===== config.mk =====
export PLATFORM = sky130hd
export DESIGN_NAME = lstm_seq_ctrl
export DESIGN_NICKNAME = d
export VERILOG_FILES = /design/src/rtl/lstm_seq_ctrl.sv
export SDC_FILE = /design/constraint.sdc
export NUM_CORES = 1
export LEC_CHECK = 0
export BUFFER_PORTS_ARGS = -buffer_cell sky130_fd_sc_hd__buf_2
export CORE_ASPECT_RATIO = 2
export CORE_MARGIN = 2
export CORE_UTILIZATION = 40
export DETAILED_ROUTE_END_ITERATION = 16
export PLACE_DENSITY = 0.6
export SLEW_MARGIN = 40
export SYNTH_ARGS = -nofsm -noshare
export SYNTH_HDL_FRONTEND = slang
export SYNTH_SLANG_ARGS = --single-unit

===== constraint.sdc =====
create_clock -name clk -period 2.1 [get_ports clk]
set_input_delay 0.525 -clock clk [delete_from_list [all_inputs] [get_ports clk]]
set_output_delay 0.525 -clock clk [all_outputs]
set_load 0.01 [all_outputs]

===== src/rtl/lstm_seq_ctrl.sv =====
// Sequencing controller for the LSTM forward-propagation array: shift, load, compute, update
// per timestep. Optional abort support is enabled by defining LSTM_SEQ_ABORT_EN.
module lstm_seq_ctrl #(
  parameter int unsigned NUM            = 68,
  parameter int unsigned NUM_LSTM       = 8,
  parameter int unsigned NUM_ITERATIONS = 8,
  parameter int unsigned LSTM_LAT       = 4,
  localparam int unsigned SW = (NUM_ITERATIONS > 1) ? $clog2(NUM_ITERATIONS) : 1
) (
  input  logic          clk,
  input  logic          rst,
  input  logic          start,
  input  logic          abort,
  output logic          shift_en,
  output logic          load,
  output logic          sel,
  output logic          load_h,
  output logic          h_valid,
  output logic [SW-1:0] step,
  output logic          busy,
  output logic          done
);

  localparam int unsigned SCW = $clog2(NUM);
  localparam int unsigned LCW = (LSTM_LAT > 1) ? $clog2(LSTM_LAT) : 1;
  localparam logic [SCW-1:0] ShiftLast = SCW'(NUM - 1);
  localparam logic [LCW-1:0] LatLast   = LCW'(LSTM_LAT - 1);
  localparam logic [SW-1:0]  StepLast  = SW'(NUM_ITERATIONS - 1);

  typedef enum logic [2:0] {
    StIdle,
    StShift,
    StLoad,
    StCompute,
    StUpdate,
    StDone
  } state_e;

  state_e         state_q, state_d;
  logic [SCW-1:0] shift_cnt_q, shift_cnt_d;
  logic [LCW-1:0] lat_cnt_q, lat_cnt_d;
  logic [SW-1:0]  step_q, step_d;

`ifdef LSTM_SEQ_ABORT_EN
  logic unused_cfg;
  assign unused_cfg = ^NUM_LSTM;
`else
  logic unused_cfg;
  assign unused_cfg = abort ^ (^NUM_LSTM);
`endif

  always_comb begin
    state_d     = state_q;
    shift_cnt_d = shift_cnt_q;
    lat_cnt_d   = lat_cnt_q;
    step_d      = step_q;
    unique case (state_q)
      StIdle: begin
        if (start) begin
          state_d     = StShift;
          shift_cnt_d = '0;
          step_d      = '0;
        end
      end
      StShift: begin
        if (shift_cnt_q == ShiftLast) begin
          state_d     = StLoad;
          shift_cnt_d = '0;
        end else begin
          shift_cnt_d = shift_cnt_q + 1'b1;
        end
      end
      StLoad: begin
        state_d   = StCompute;
        lat_cnt_d = '0;
      end
      StCompute: begin
        if (lat_cnt_q == LatLast) begin
          state_d   = StUpdate;
          lat_cnt_d = '0;
        end else begin
          lat_cnt_d = lat_cnt_q + 1'b1;
        end
      end
      StUpdate: begin
        if (step_q == StepLast) begin
          state_d = StDone;
        end else begin
          state_d = StShift;
          step_d  = step_q + 1'b1;
        end
      end
      StDone: begin
        state_d = StIdle;
        step_d  = '0;
      end
      default: state_d = StIdle;
    endcase
`ifdef LSTM_SEQ_ABORT_EN
    // Abort overrides every transition, including the final UPDATE->DONE.
    if (abort && (state_q != StIdle)) begin
      state_d     = StIdle;
      shift_cnt_d = '0;
      lat_cnt_d   = '0;
      step_d      = '0;
    end
`endif
  end

  always_ff @(posedge clk or negedge rst) begin
    if (!rst) begin
      state_q     <= StIdle;
      shift_cnt_q <= '0;
      lat_cnt_q   <= '0;
      step_q      <= '0;
    end else begin
      state_q     <= state_d;
      shift_cnt_q <= shift_cnt_d;
      lat_cnt_q   <= lat_cnt_d;
      step_q      <= step_d;
    end
  end

  // Outputs are flopped from the next state so every output comes straight from a register.
  always_ff @(posedge clk or negedge rst) begin
    if (!rst) begin
      shift_en <= 1'b0;
      load     <= 1'b0;
      sel      <= 1'b0;
      load_h   <= 1'b0;
      h_valid  <= 1'b0;
      busy     <= 1'b0;
      done     <= 1'b0;
    end else begin
      shift_en <= (state_d == StShift);
      load     <= (state_d == StLoad);
      sel      <= (step_d != '0);
      load_h   <= (state_d == StUpdate);
      h_valid  <= (state_d == StUpdate);
      busy     <= (state_d != StIdle);
      done     <= (state_d == StDone);
    end
  end

  assign step = step_q;

endmodule


Yosys cells after proc, flatten, opt, wreduce, memory -nomap -nowiden
Index checks and enable logic that the tools add are counted.
{ "op_classes": {"addsub": 3, "n_eq_ne": 13, "mux": 13, "n_reduce_logical": 6} }
{ "ops": {"columns": ["cell", "n"], "rows": [
  ["$mux W3", 6],
  ["$eq A3 B3 Y1 const B", 5],
  ["$pmux W3 S5", 1],
  ["$mux W7", 2],
  ["$pmux W7 S2", 1],
  ["$eq A3 B2 Y1 const B", 3],
  ["$pmux W3 S3", 1],
  ["$add A7 B1 Y7 const B", 1],
  ["$eq A7 B7 Y1 const B", 1],
  ["$eq A3 B1 Y1 const B", 2],
  ["$reduce_bool A3 Y1", 2],
  ["$pmux W2 S2", 1],
  ["$reduce_bool A2 Y1", 2],
  ["$add A3 B1 Y3 const B", 1],
  ["$logic_not A3 Y1", 1],
  ["$add A2 B1 Y2 const B", 1],
  ["$eq A2 B2 Y1 const B", 1],
  ["$mux W2", 1],
  ["$ne A2 B2 Y1 const B", 1],
  ["$reduce_and A2 Y1", 1]
]} }
{ "word_totals": {"reg_bits": 21, "out_inout_bits": 10, "word_cells": 45} }

Longest topological paths before layout
{ "depth": {"depth_word": 4, "ltp_mapped": 6} }

Worst setup path before layout
OpenSTA, ideal clock, no wires.
{ "synth_path": {"kind": "register to register", "start": "reg shift_cnt_q[0]", "end": "reg shift_en", "setup_ns": 0.141, "arrival_time_ns": 1.482, "t_required_ns": 1.959, "slack_ns": 0.477, "stages_incl_launch_ff": 6, "path_buffers": 0, "synth_period_minus_slack_ns": 1.623, "path_cell_list": "dfrtp_1 ha_1 nand2b_1 or4b_1 a211oi_1 a211oi_1"} }
{ "synth_via": {"elab_chain_cells": 4} }
{ "synth_rtl": {"columns": ["item", "line_no", "source"], "rows": [
  ["from (decl)", "40", "logic [SCW-1:0] shift_cnt_q, shift_cnt_d;"],
  ["from (signal assigned)", "118", "shift_cnt_q <= shift_cnt_d;"],
  ["$eq A7 B7 Y1", "66", "if (shift_cnt_q == ShiftLast) begin"],
  ["$mux W3", "66", null],
  ["$pmux W3 S5", "57", "unique case (state_q)"],
  ["$eq A3 B1 Y1", "135", "shift_en <= (state_d == StShift);"],
  ["to (signal assigned)", "135", null],
  ["to (decl)", "14", "output logic shift_en,"]
]} }
Every way passes these cells.
A chain may end at the register's enable or synchronous reset.

Worst setup path after layout
Same ends and word-level chain as after synthesis.

==> run_results.csv <==
group,metric,value,unit
setup_path,critical_path_required,2.23,ns
sta,fmaxAchievable,0.540,GHz
clock_network,postCtsSetupBuffers,0,
setup_path,reg2reg_depth,5,
setup_path,r2r-end,"shift_en",
setup_path,worstSetupStartpointType,"register",
setup_path,path_depth,5,
global_routing,grt_pass1_vias,918,
route,drc_errors,0,
setup_path,critPathTopFamily,"simple AND/OR/NAND/NOR gates",
cells_and_area,instances_no_fill,149,
logic_synthesis,synth_cells,109,
logic_synthesis,async_reset_ff_share,100,%
global_routing,grtUsageTotal,17.6,%
floorplan,fp.dieW,40.5,um
power,netSwitchingPower,528,uW
setup_path,worstPathCellList,"ha_1, nand2b_1, or4b_1, a211oi_1, a211oi_1",
placed_design,hpwl,1.72,mm
logic_synthesis,syn-num-nets,116,
setup_path,cp_slowest_cell,"or4b_1",
clock_network,cts_tree,"done",
clock_network,cts-root-buf,"clkbuf_8",
setup_path,endpoint_kind,"register",
hold_path,hold_path.class,"in -> async",
clock_network,clock_latency,0.26,ns
setup_path,critPathBufInv,0,
sta,finalMaxSlewViolations,0,
sta,period_share,88.2,%
logic_synthesis,syn_area,0.00106,sq mm
route,num_vias,861,
setup_path,crit_arrival,1.98,ns
route,routed_via_density,5.78,
power,power,1380,uW
route,antenna_left,0,
setup_path,crit_fanout,5,
clock_network,clockBufferDepth,2,
clock_network,postCtsHoldBufs,0,
power,intPower,856,uW
floorplan,rows,26,
cells_and_area,stdcell_area,0.00118,sq mm
sta,rsz0062_at_grt,"false",
global_routing,antenna_found_initial,0,
setup_path,r2r_start,"shift_cnt_q[0]",
clock_network,cts_resized,0,
route,drt_iter0_markers,40,
logic_synthesis,seq_area_frac_synth,49.4,%
setup_path,r2r_slack,0.25,ns
sta,slew_headroom,46.8,%
cells_and_area,final_util,46.5,%
logic_synthesis,ys_ff_latch,21,
sta,setup_viol,0,
route,drtPass1Iterations,4,
clock_network,h-tree-depth,1,
run,drv_cap,0,
route,wl_per_cell,15.1,um
power,switching_share,38.2,%
logic_synthesis,yosysWarnings,0,
power,leakage,0.000534,uW
global_routing,grt_max_degree,22,
global_routing,grt_pass1_wl,3.82,mm
sta,fin_crit,1.85,ns
outcome,status,"completed",
logic_synthesis,synth_ff_type,"dfrtp_1",
logic_synthesis,synth_cell_types,42,
logic_synthesis,synth.top_cell.area_share,49.4,%
global_routing,gr-total-overflow,0,
logic_synthesis,yosys.area.top_type,"dfrtp_1",
floorplan,die_h,77.0,um
cells_and_area,area_delta_synth_final,10.9,%
floorplan,pin_count,14,
route,finalWirelength,2.25,mm
logic_synthesis,avgSynthCellArea,9.77,sq um
clock_network,clkTransAtPathRegs,0.07,ns
power,peakVddDrop,0.543,mV
sta,finalHoldViolations,0,
sta,tightest_slew,0.790,ns
logic_synthesis,synthTopCellsByCount,"dfrtp_1, nor2_1, nand2_1, o21ai_0, a21oi_1",
clock_network,cts.sinks,21,
placed_design,dp.cells,145,
floorplan,die-area,0.00312,sq mm
clock_network,numCtsBuffers,3,
power,clkPwrFrac,19.1,%
logic_synthesis,synth_edf_count,0,
logic_synthesis,synth.area.top_cells,"dfrtp_1, o21ai_0, ha_1",
placed_design,portBuffers,12,
power,comb_power_share,37.0,%
sta,final.setup_skew,0.00359,ns
placed_design,place.gp.congestion,0.797,
cells_and_area,layout.nets,129,
floorplan,core_area,0.00254,sq mm
logic_synthesis,yosysMostFrequentCell,"dfrtp_1",
setup_path,critical_path.most_common_cell,"a211oi_1",
floorplan,initial_core_util,42.0,%
power,seq_power_share,43.8,%
cells_and_area,diodes,0,
setup_path,max_stage_delay,0.59,ns
setup_path,critical_path_class,"reg -> reg",
sta,tns,0,ns
cells_and_area,drive_above_1_share,16.5,%
placed_design,place_area,0.00114,sq mm
power,p_per_area,1170,mW/mm^2
## per-layer routing
layer | routed length (um) | share of wire, % | GRT usage [%]
met3 | 43 | 1.9 | 2.89
met5 | 0 | 0 | 0
met2 | 1300 | 58 | 30.6
met1 | 844 | 38 | 17.9
met4 | 63 | 2.8 | 9.33
## how the worst max path moves through the flow
stage          endpoint      startpoint
2_1_floorplan  shift_en  shift_cnt_q[0]
3_3_place_gp   shift_en  shift_cnt_q[0]
3_5_place_dp   shift_en  shift_cnt_q[0]
4_1_cts        shift_en  shift_cnt_q[0]
5_1_grt        shift_en  shift_cnt_q[0]
6_report       shift_en  shift_cnt_q[0]
## flip-flops by register name, summed over array words and instances, names as in the netlist
register,cells
state_q,3
step,3
h_valid,1
busy,1
load,1
done,1
shift_cnt_q,7
sel,1
shift_en,1
lat_cnt_q,2
## metrics by stage
step	hold WS, ns	setup slack (ns)
2_1_floorplan	0.229	0.477
3_3_place_gp	0.476	0.269
3_5_place_dp	0.485	0.264
4_1_cts	0.233	0.242
5_1_grt	0.258	0.138
6_report	0.212	0.247
## power by group through the flow
stage          clock [uW]  sequential, uW  combinational, uW
2_1_floorplan           0             581                424
3_3_place_gp            0             609                503
3_5_place_dp            0             614                515
4_1_cts               269             606                517
5_1_grt               282             620                582
6_report              265             607                512
## worst register-to-register path, cell delays in order (launching register included)
cell and delay, ns:
dfrtp_1 0.40, ha_1 0.21, nand2b_1 0.09, or4b_1 0.59, a211oi_1 0.33, a211oi_1 0.10
## logic make-up (layout without fill, tap and decap cells)
kind of cell	Yosys count	in the layout	share of synthesized area [%]
multiplexers	1	1	1.06
adder cells (fa/ha/maj)	3	3	3.53
XOR/XNOR	1	1	0.823
AND/OR/NAND/NOR	42	42	21.5
AO/OA/AOI/OAI	32	32	19.0
flip-flops	21	21	49.4
buffers and inverters	9	21	4.70
## area by class of cell
type	count	area, sq um
sequential	21	526
tap	28	35.0
multi-input combinational	79	489
fill	249	1360
inverter	3	11.3
clock buffer	4	45.0
timing repair buffer	14	75.1
## placed cells by master, fill, tap and decap left out, types with 2 or more instances in the layout
cell,instances
nor4b_1,2
a21oi_1,6
nand2b_1,3
dfrtp_1,21
inv_1,3
buf_2,12
nand2_1,9
o211ai_1,2
buf_4,2
nand3_1,2
a211oi_1,4
clkbuf_8,3
nor2_1,10
o21ai_0,9
ha_1,3
nor3_1,2
nor2b_1,3
(Power assumes the default switching activity.)
